--- src/rtl/mem_ctrl.sv ---
// mem_ctrl -- arbiter and byte sequencer for the shared byte-wide synchronous RAM.
//
// Instruction fetch (IF) and the MEM stage share one RAM port. MEM has fixed
// priority. A granted access of 1..4 bytes is split into byte cycles. The
// assembled word is returned with a one-cycle done pulse to the owner. Every
// access then spends one DONE cycle before the next grant.
//
// Optional feature: define MEMCTRL_ABORT_EN to let if_abort_in cancel an
// IF-owned read and block an IF grant in IDLE.
//
// Ports:
//   clk_in, rst_in        clock and asynchronous active-high reset
//   rdy_in                global enable; low freezes state and masks strobes
//   if_req_in/if_addr_in  IF word-read request (held until if_done_out)
//   if_abort_in           IF flush (used only with MEMCTRL_ABORT_EN)
//   if_done_out/if_inst_out      IF completion pulse and fetched word
//   mem_req_in/we/len/addr/wdata MEM request (held until mem_done_out)
//   mem_done_out/mem_rdata_out   MEM completion pulse and zero-extended load data
//   ram_din_in            RAM read byte, valid the cycle after its address
//   ram_dout_out/ram_a_out/ram_wr_out  RAM write byte, address and write strobe
module mem_ctrl (
  input  logic        clk_in,
  input  logic        rst_in,
  input  logic        rdy_in,
  input  logic        if_req_in,
  input  logic [31:0] if_addr_in,
  input  logic        if_abort_in,
  output logic        if_done_out,
  output logic [31:0] if_inst_out,
  input  logic        mem_req_in,
  input  logic        mem_we_in,
  input  logic [1:0]  mem_len_in,
  input  logic [31:0] mem_addr_in,
  input  logic [31:0] mem_wdata_in,
  output logic        mem_done_out,
  output logic [31:0] mem_rdata_out,
  input  logic [7:0]  ram_din_in,
  output logic [7:0]  ram_dout_out,
  output logic [31:0] ram_a_out,
  output logic        ram_wr_out
);

  typedef enum logic [1:0] {IDLE = 2'd0, READ = 2'd1, WRITE = 2'd2, DONE = 2'd3} state_t;

  state_t      r_state, w_state;
  logic [2:0]  r_cnt, w_cnt;           // next byte index to present
  logic [1:0]  r_ci, w_ci;             // next byte lane to capture
  logic        r_first, w_first;       // first READ cycle: no RAM data yet
  logic        r_owner_mem, w_owner_mem;
  logic        r_we, w_we;
  logic [1:0]  r_len, w_len;
  logic [31:0] r_base, w_base;
  logic [31:0] r_wdata, w_wdata;
  logic [31:0] r_rbuf, w_rbuf;
  logic [31:0] r_ram_a, w_ram_a;
  logic [7:0]  r_ram_dout, w_ram_dout;
  logic        r_ram_wr, w_ram_wr;
  logic        r_if_done, w_if_done;
  logic        r_mem_done, w_mem_done;
  logic [31:0] r_if_inst, w_if_inst;
  logic [31:0] r_mem_rdata, w_mem_rdata;
  logic [7:0]  r_hold_byte;
  logic        r_hold_vld;
  logic [7:0]  w_din;
  logic        w_abort;

`ifdef MEMCTRL_ABORT_EN
  assign w_abort = if_abort_in;
`else
  logic w_unused_abort;
  assign w_unused_abort = if_abort_in;
  assign w_abort        = 1'b0;
`endif

  // While stalled the held RAM address already points at the following byte,
  // so the byte that was in flight is parked here on the first stalled edge.
  assign w_din = r_hold_vld ? r_hold_byte : ram_din_in;

  assign if_inst_out   = r_if_inst;
  assign mem_rdata_out = r_mem_rdata;
  assign ram_a_out     = r_ram_a;
  assign ram_dout_out  = r_ram_dout;
  // Strobes are masked while rdy_in is low; the held DONE re-issues them afterwards.
  assign ram_wr_out    = r_ram_wr & rdy_in;
  assign if_done_out   = r_if_done & rdy_in;
  assign mem_done_out  = r_mem_done & rdy_in;

  // Park the in-flight read byte during a stall.
  always_ff @(posedge clk_in or posedge rst_in) begin
    if (rst_in) begin
      r_hold_vld  <= 1'b0;
      r_hold_byte <= 8'h00;
    end else if (rdy_in) begin
      r_hold_vld  <= 1'b0;
    end else if (!r_hold_vld) begin
      r_hold_vld  <= 1'b1;
      r_hold_byte <= ram_din_in;
    end
  end

  // Next-state and next-output logic for the sequencer.
  always_comb begin
    w_state     = r_state;
    w_cnt       = r_cnt;
    w_ci        = r_ci;
    w_first     = r_first;
    w_owner_mem = r_owner_mem;
    w_we        = r_we;
    w_len       = r_len;
    w_base      = r_base;
    w_wdata     = r_wdata;
    w_rbuf      = r_rbuf;
    w_ram_a     = r_ram_a;
    w_ram_dout  = r_ram_dout;
    w_ram_wr    = 1'b0;
    w_if_done   = 1'b0;
    w_mem_done  = 1'b0;
    w_if_inst   = r_if_inst;
    w_mem_rdata = r_mem_rdata;
    case (r_state)
      IDLE: begin
        if (mem_req_in) begin
          w_owner_mem = 1'b1;
          w_we        = mem_we_in;
          w_len       = mem_len_in;
          w_base      = mem_addr_in;
          w_wdata     = mem_wdata_in;
          w_rbuf      = 32'h0000_0000;
          w_ram_a     = mem_addr_in;
          w_ram_dout  = mem_wdata_in[7:0];
          w_ram_wr    = mem_we_in;
          w_cnt       = 3'd1;
          w_ci        = 2'd0;
          w_first     = 1'b1;
          w_state     = mem_we_in ? WRITE : READ;
        end else if (if_req_in && !w_abort) begin
          w_owner_mem = 1'b0;
          w_we        = 1'b0;
          w_len       = 2'd3;
          w_base      = if_addr_in;
          w_rbuf      = 32'h0000_0000;
          w_ram_a     = if_addr_in;
          w_cnt       = 3'd1;
          w_ci        = 2'd0;
          w_first     = 1'b1;
          w_state     = READ;
        end else begin
          w_state     = IDLE;
        end
      end
      READ: begin
        if (w_abort && !r_owner_mem) begin
          w_state = IDLE;
        end else begin
          if (r_cnt <= {1'b0, r_len}) begin
            w_ram_a = r_base + {29'd0, r_cnt};
            w_cnt   = r_cnt + 3'd1;
          end else begin
            w_ram_a = r_ram_a;
          end
          if (r_first) begin
            w_first = 1'b0;
          end else begin
            w_rbuf[{r_ci, 3'b000} +: 8] = w_din;
            if (r_ci == r_len) begin
              w_state = DONE;
              if (r_owner_mem) begin
                w_mem_done  = 1'b1;
                w_mem_rdata = w_rbuf;
              end else begin
                w_if_done   = 1'b1;
                w_if_inst   = w_rbuf;
              end
            end else begin
              w_ci = r_ci + 2'd1;
            end
          end
        end
      end
      WRITE: begin
        if (r_cnt <= {1'b0, r_len}) begin
          w_ram_a    = r_base + {29'd0, r_cnt};
          w_ram_dout = r_wdata[{r_cnt[1:0], 3'b000} +: 8];
          w_ram_wr   = 1'b1;
          w_cnt      = r_cnt + 3'd1;
        end else begin
          w_mem_done = 1'b1;
          w_state    = DONE;
        end
      end
      DONE: begin
        w_state = IDLE;
      end
      default: begin
        w_state = IDLE;
      end
    endcase
  end

  // State and output registers; everything holds while rdy_in is low.
  always_ff @(posedge clk_in or posedge rst_in) begin
    if (rst_in) begin
      r_state     <= IDLE;
      r_cnt       <= 3'd0;
      r_ci        <= 2'd0;
      r_first     <= 1'b0;
      r_owner_mem <= 1'b0;
      r_we        <= 1'b0;
      r_len       <= 2'd0;
      r_base      <= 32'h0000_0000;
      r_wdata     <= 32'h0000_0000;
      r_rbuf      <= 32'h0000_0000;
      r_ram_a     <= 32'h0000_0000;
      r_ram_dout  <= 8'h00;
      r_ram_wr    <= 1'b0;
      r_if_done   <= 1'b0;
      r_mem_done  <= 1'b0;
      r_if_inst   <= 32'h0000_0000;
      r_mem_rdata <= 32'h0000_0000;
    end else if (rdy_in) begin
      r_state     <= w_state;
      r_cnt       <= w_cnt;
      r_ci        <= w_ci;
      r_first     <= w_first;
      r_owner_mem <= w_owner_mem;
      r_we        <= w_we;
      r_len       <= w_len;
      r_base      <= w_base;
      r_wdata     <= w_wdata;
      r_rbuf      <= w_rbuf;
      r_ram_a     <= w_ram_a;
      r_ram_dout  <= w_ram_dout;
      r_ram_wr    <= w_ram_wr;
      r_if_done   <= w_if_done;
      r_mem_done  <= w_mem_done;
      r_if_inst   <= w_if_inst;
      r_mem_rdata <= w_mem_rdata;
    end
  end

endmodule

--- config.mk ---
export PLATFORM = sky130hd
export DESIGN_NAME = mem_ctrl
export DESIGN_NICKNAME = d
export VERILOG_FILES = /design/src/rtl/mem_ctrl.sv
export SDC_FILE = /design/constraint.sdc
export NUM_CORES = 1
export LEC_CHECK = 0
export BUFFER_PORTS_ARGS = -buffer_cell sky130_fd_sc_hd__buf_2
export CORE_MARGIN = 5
export CORE_UTILIZATION = 50
export CTS_CLUSTER_DIAMETER = 100
export DETAILED_ROUTE_END_ITERATION = 16
export HOLD_SLACK_MARGIN = 0.1
export PLACE_DENSITY = 0.77
export SLEW_MARGIN = 5
export SYNTH_ARGS = -nofsm -noshare
export SYNTH_HDL_FRONTEND = slang
export SYNTH_SLANG_ARGS = --single-unit
--- constraint.sdc ---
create_clock -name clk_in -period 8.25 [get_ports clk_in]
set_input_delay 1.65 -clock clk_in [delete_from_list [all_inputs] [get_ports clk_in]]
set_output_delay 1.65 -clock clk_in [all_outputs]
set_load 0.05 [all_outputs]
==> flow_summary.ini <==
[outcome]
status = finished clean

[detailed_routing]
antenna_left = 0
drt-total-wl_um = 25400
wl_met2_um = 12200
via_per_inst = 5.62
dr.pass1.iters = 5
wl_met1_um = 10500
num_vias = 7695
highest_layer = met5
wl_met3_um = 1800
wl_per_cell_um = 18.6
drc_errors = 0
first_iter_violations = 411

[yosys]
ys_warn_count = 0
synthFlopType = dfrtp_1
syn-num-nets = 1006
netlist_area_sq_mm = 0.0106
ys_async_sr_fraction_pct = 100
synth_edf_count = 0
syn_avg_cell_area_sq_um = 12.1
ys_ff_latch = 223
postSynthCellCount = 876
yosysSeqAreaShare_pct = 52.8
ys_types = 54

[worst_setup_path]
reg2reg_depth = 7
crit_path_max_incr_delay_ns = 0.27
r2r_start = r_state[1]$_DFFE_PP0P_
r2r-end = ram_a_out[1]$_DFFE_PP0P_
arrival_ns = 2.35
r2r_slack_ns = 4.54
startpoint_type = input port
cp_cell_sequence = buf_2 -> and2_1 -> buf_2
cp_common_cell = buf_2
worstSetupStartpoint = rdy_in
crit_slowest_cell = buf_2
critPathRequiredTime_ns = 6.60
endpoint_kind = primary output
crit_fanout = 15
setup.worst_path.class = in -> out

[layout]
diodes = 0
area.growth.synth_to_final_pct = 19.5
final_area_sq_mm = 0.0126
drive_gt1_share_pct = 38.6
final_nets = 1211

[die]
io_pins = 220
dieArea_sq_mm = 0.0242
die_h_um = 155
rows = 53
core_sq_mm = 0.0210
start_util_pct = 50.5
die_w_um = 155

[sta]
hold_viol = 0
fmax_mhz = 250
setup_viol = 0
final_max_slew_viol_count = 0
worstMarginPinSlew_ns = 1.02
period_share_pct = 48.5
rsz0062_at_grt = no
fin_crit_ns = 4.00
skew_ns = 0.0104
relSlewSlack_pct = 31.9
tns_ns = 0

[grt]
grt_first_pass_wirelength_um = 41300
grt_max_degree = 145
grt_pass1_vias = 7790
grt_antenna_before_repair = 2
track_usage_pct = 20.8
grt_overflow = 0

[clock_tree]
cts_max_level = 1
postCtsSetupBuffers = 0
numClockSinks = 223
clk_latency_ns = 0.51
clk_path_buf_depth = 3
clkTransAtPathRegs_ns = 0.06
cts_buffers = 24
cts_hold_buf = 0
post_cts_resized = 0
cts_root_buffer = clkbuf_16
cts_tree = done

[min_path]
hp-start = r_if_done$_DFFE_PP0P_
holdPathEnd = r_if_done$_DFFE_PP0P_
hold_path_class = reg -> reg
holdPathStages = 1

[place]
placed_area_sq_mm = 0.0119
place_hpwl_um = 17500
finalWeightedCongestion = 0.809
io_buffers = 218

[power_and_ir_drop]
finalPower_mw = 4.70
p_per_area_mw_per_mm2 = 371
p_leak_nw = 6.22
irDropWorstVdd_uv = 225

[flow_run]
max_cap_violations = 0
-- cells in the final DEF, fill, tap and decap left out, types with 3 or more instances in the layout --
cell / instances
nand2_1: 53
clkbuf_8: 4
nor3b_1: 3
mux2i_1: 50
and3_1: 3
clkbuf_16: 25
nand4_1: 11
buf_2: 218
dfrtp_1: 223
ha_1: 16
a22o_1: 33
nor2_1: 23
xnor2_1: 24
a221o_1: 16
nor3_1: 10
nor2b_1: 4
a211oi_1: 3
mux4_2: 8
inv_1: 47
buf_4: 9
clkinv_2: 5
a21oi_1: 9
o21ai_1: 4
o22ai_1: 33
o21ai_0: 45
nand3_1: 19
o211ai_1: 3
and2_1: 7
mux2_2: 140
xor2_1: 6
nand2b_1: 3
-- worst max-delay path by stage --
stage	to	slack [ns]	cells after the start
floorplan	if_inst_out[0]$_DFFE_PP0P_	0.49	1
global placement	ram_a_out[12]$_DFFE_PP0P_	3.90	7
detailed placement	ram_a_out[4]$_DFFE_PP0P_	3.83	7
CTS	mem_done_out	4.23	3
global route	mem_done_out	4.18	3
finish	mem_done_out	4.25	3
-- synth_stat cells, types with 16 or more instances --
cell	number	share of area [%]
mux2i_1	50	4.7
nand2_1	53	1.9
nand3_1	20	0.95
mux2_2	140	15
xnor2_1	24	2.0
a221o_1	16	1.5
o22ai_1	33	2.0
clkbuf_1	28	0.99
ha_1	16	1.9
o21ai_0	45	2.1
nor2_1	24	0.85
a22o_1	33	2.7
dfrtp_1	223	53
inv_1	48	1.7
-- sequential cells by signal (all words and copies together), names as in the netlist --
name           cells
if_inst_out       32
r_state            2
ram_dout_out       8
r_base            32
r_hold_byte        8
r_first            1
r_cnt              3
r_wdata           32
ram_a_out         32
r_if_done          1
r_len              2
r_ci               2
r_hold_vld         1
mem_rdata_out     32
r_rbuf            32
r_owner_mem        1
r_mem_done         1
r_ram_wr           1
-- final cells by class --
cell class / instances / area (sq um)
Clock buffer: 31 / 688
Clock inverter: 8 / 71.3
Fill cell: 1720 / 8310
Inverter: 49 / 191
Multi-Input combinational cell: 556 / 4610
Sequential cell: 223 / 5580
Tap cell: 275 / 344
Timing Repair Buffer: 227 / 1160
-- metal layers --
layer	GRT usage (%)	vias up
met5	0	-
li1	-	3574
met2	33.9	278
met4	6.88	4
met3	4.20	62
met1	28.0	3777
-- where the power goes --
group	internal (mW)	switching, mW
registers	1.44	0.265
clock network	0.614	0.422
logic	0.711	1.24
total	2.77	1.93
-- kinds of logic (layout without fill, tap and decap cells) --
family	Yosys count	in the layout	share of synthesized area [%]
DFF	223	223	52.8
muxes	198	198	21.3
AOI/OAI and AO/OA	163	163	10.7
and+or+nand+nor	148	148	6.71
buffers and inverters	97	315	3.90
xor gates and xnor gates	30	30	2.48
adders and majority gates	17	17	2.08
-- worst max-delay path, delay by kind of cell --
kind / cells / cell delay, ns
buf+inv: 2 / 0.52
simple gates: 1 / 0.17
-- per-stage QoR --
step                std cells  hold WS [ns]  setup WS (ns)  util, %
floorplan                 876         0.446          0.494        -
global placement         1330         0.458           3.90     56.7
detailed placement       1330         0.467           3.83     56.7
CTS                      1369         0.481           4.23     60.3
global route             1369         0.505           4.18     60.3
finish                   1369         0.474           4.25     60.3
No activity file was read; power rests on OpenSTA's default activity.
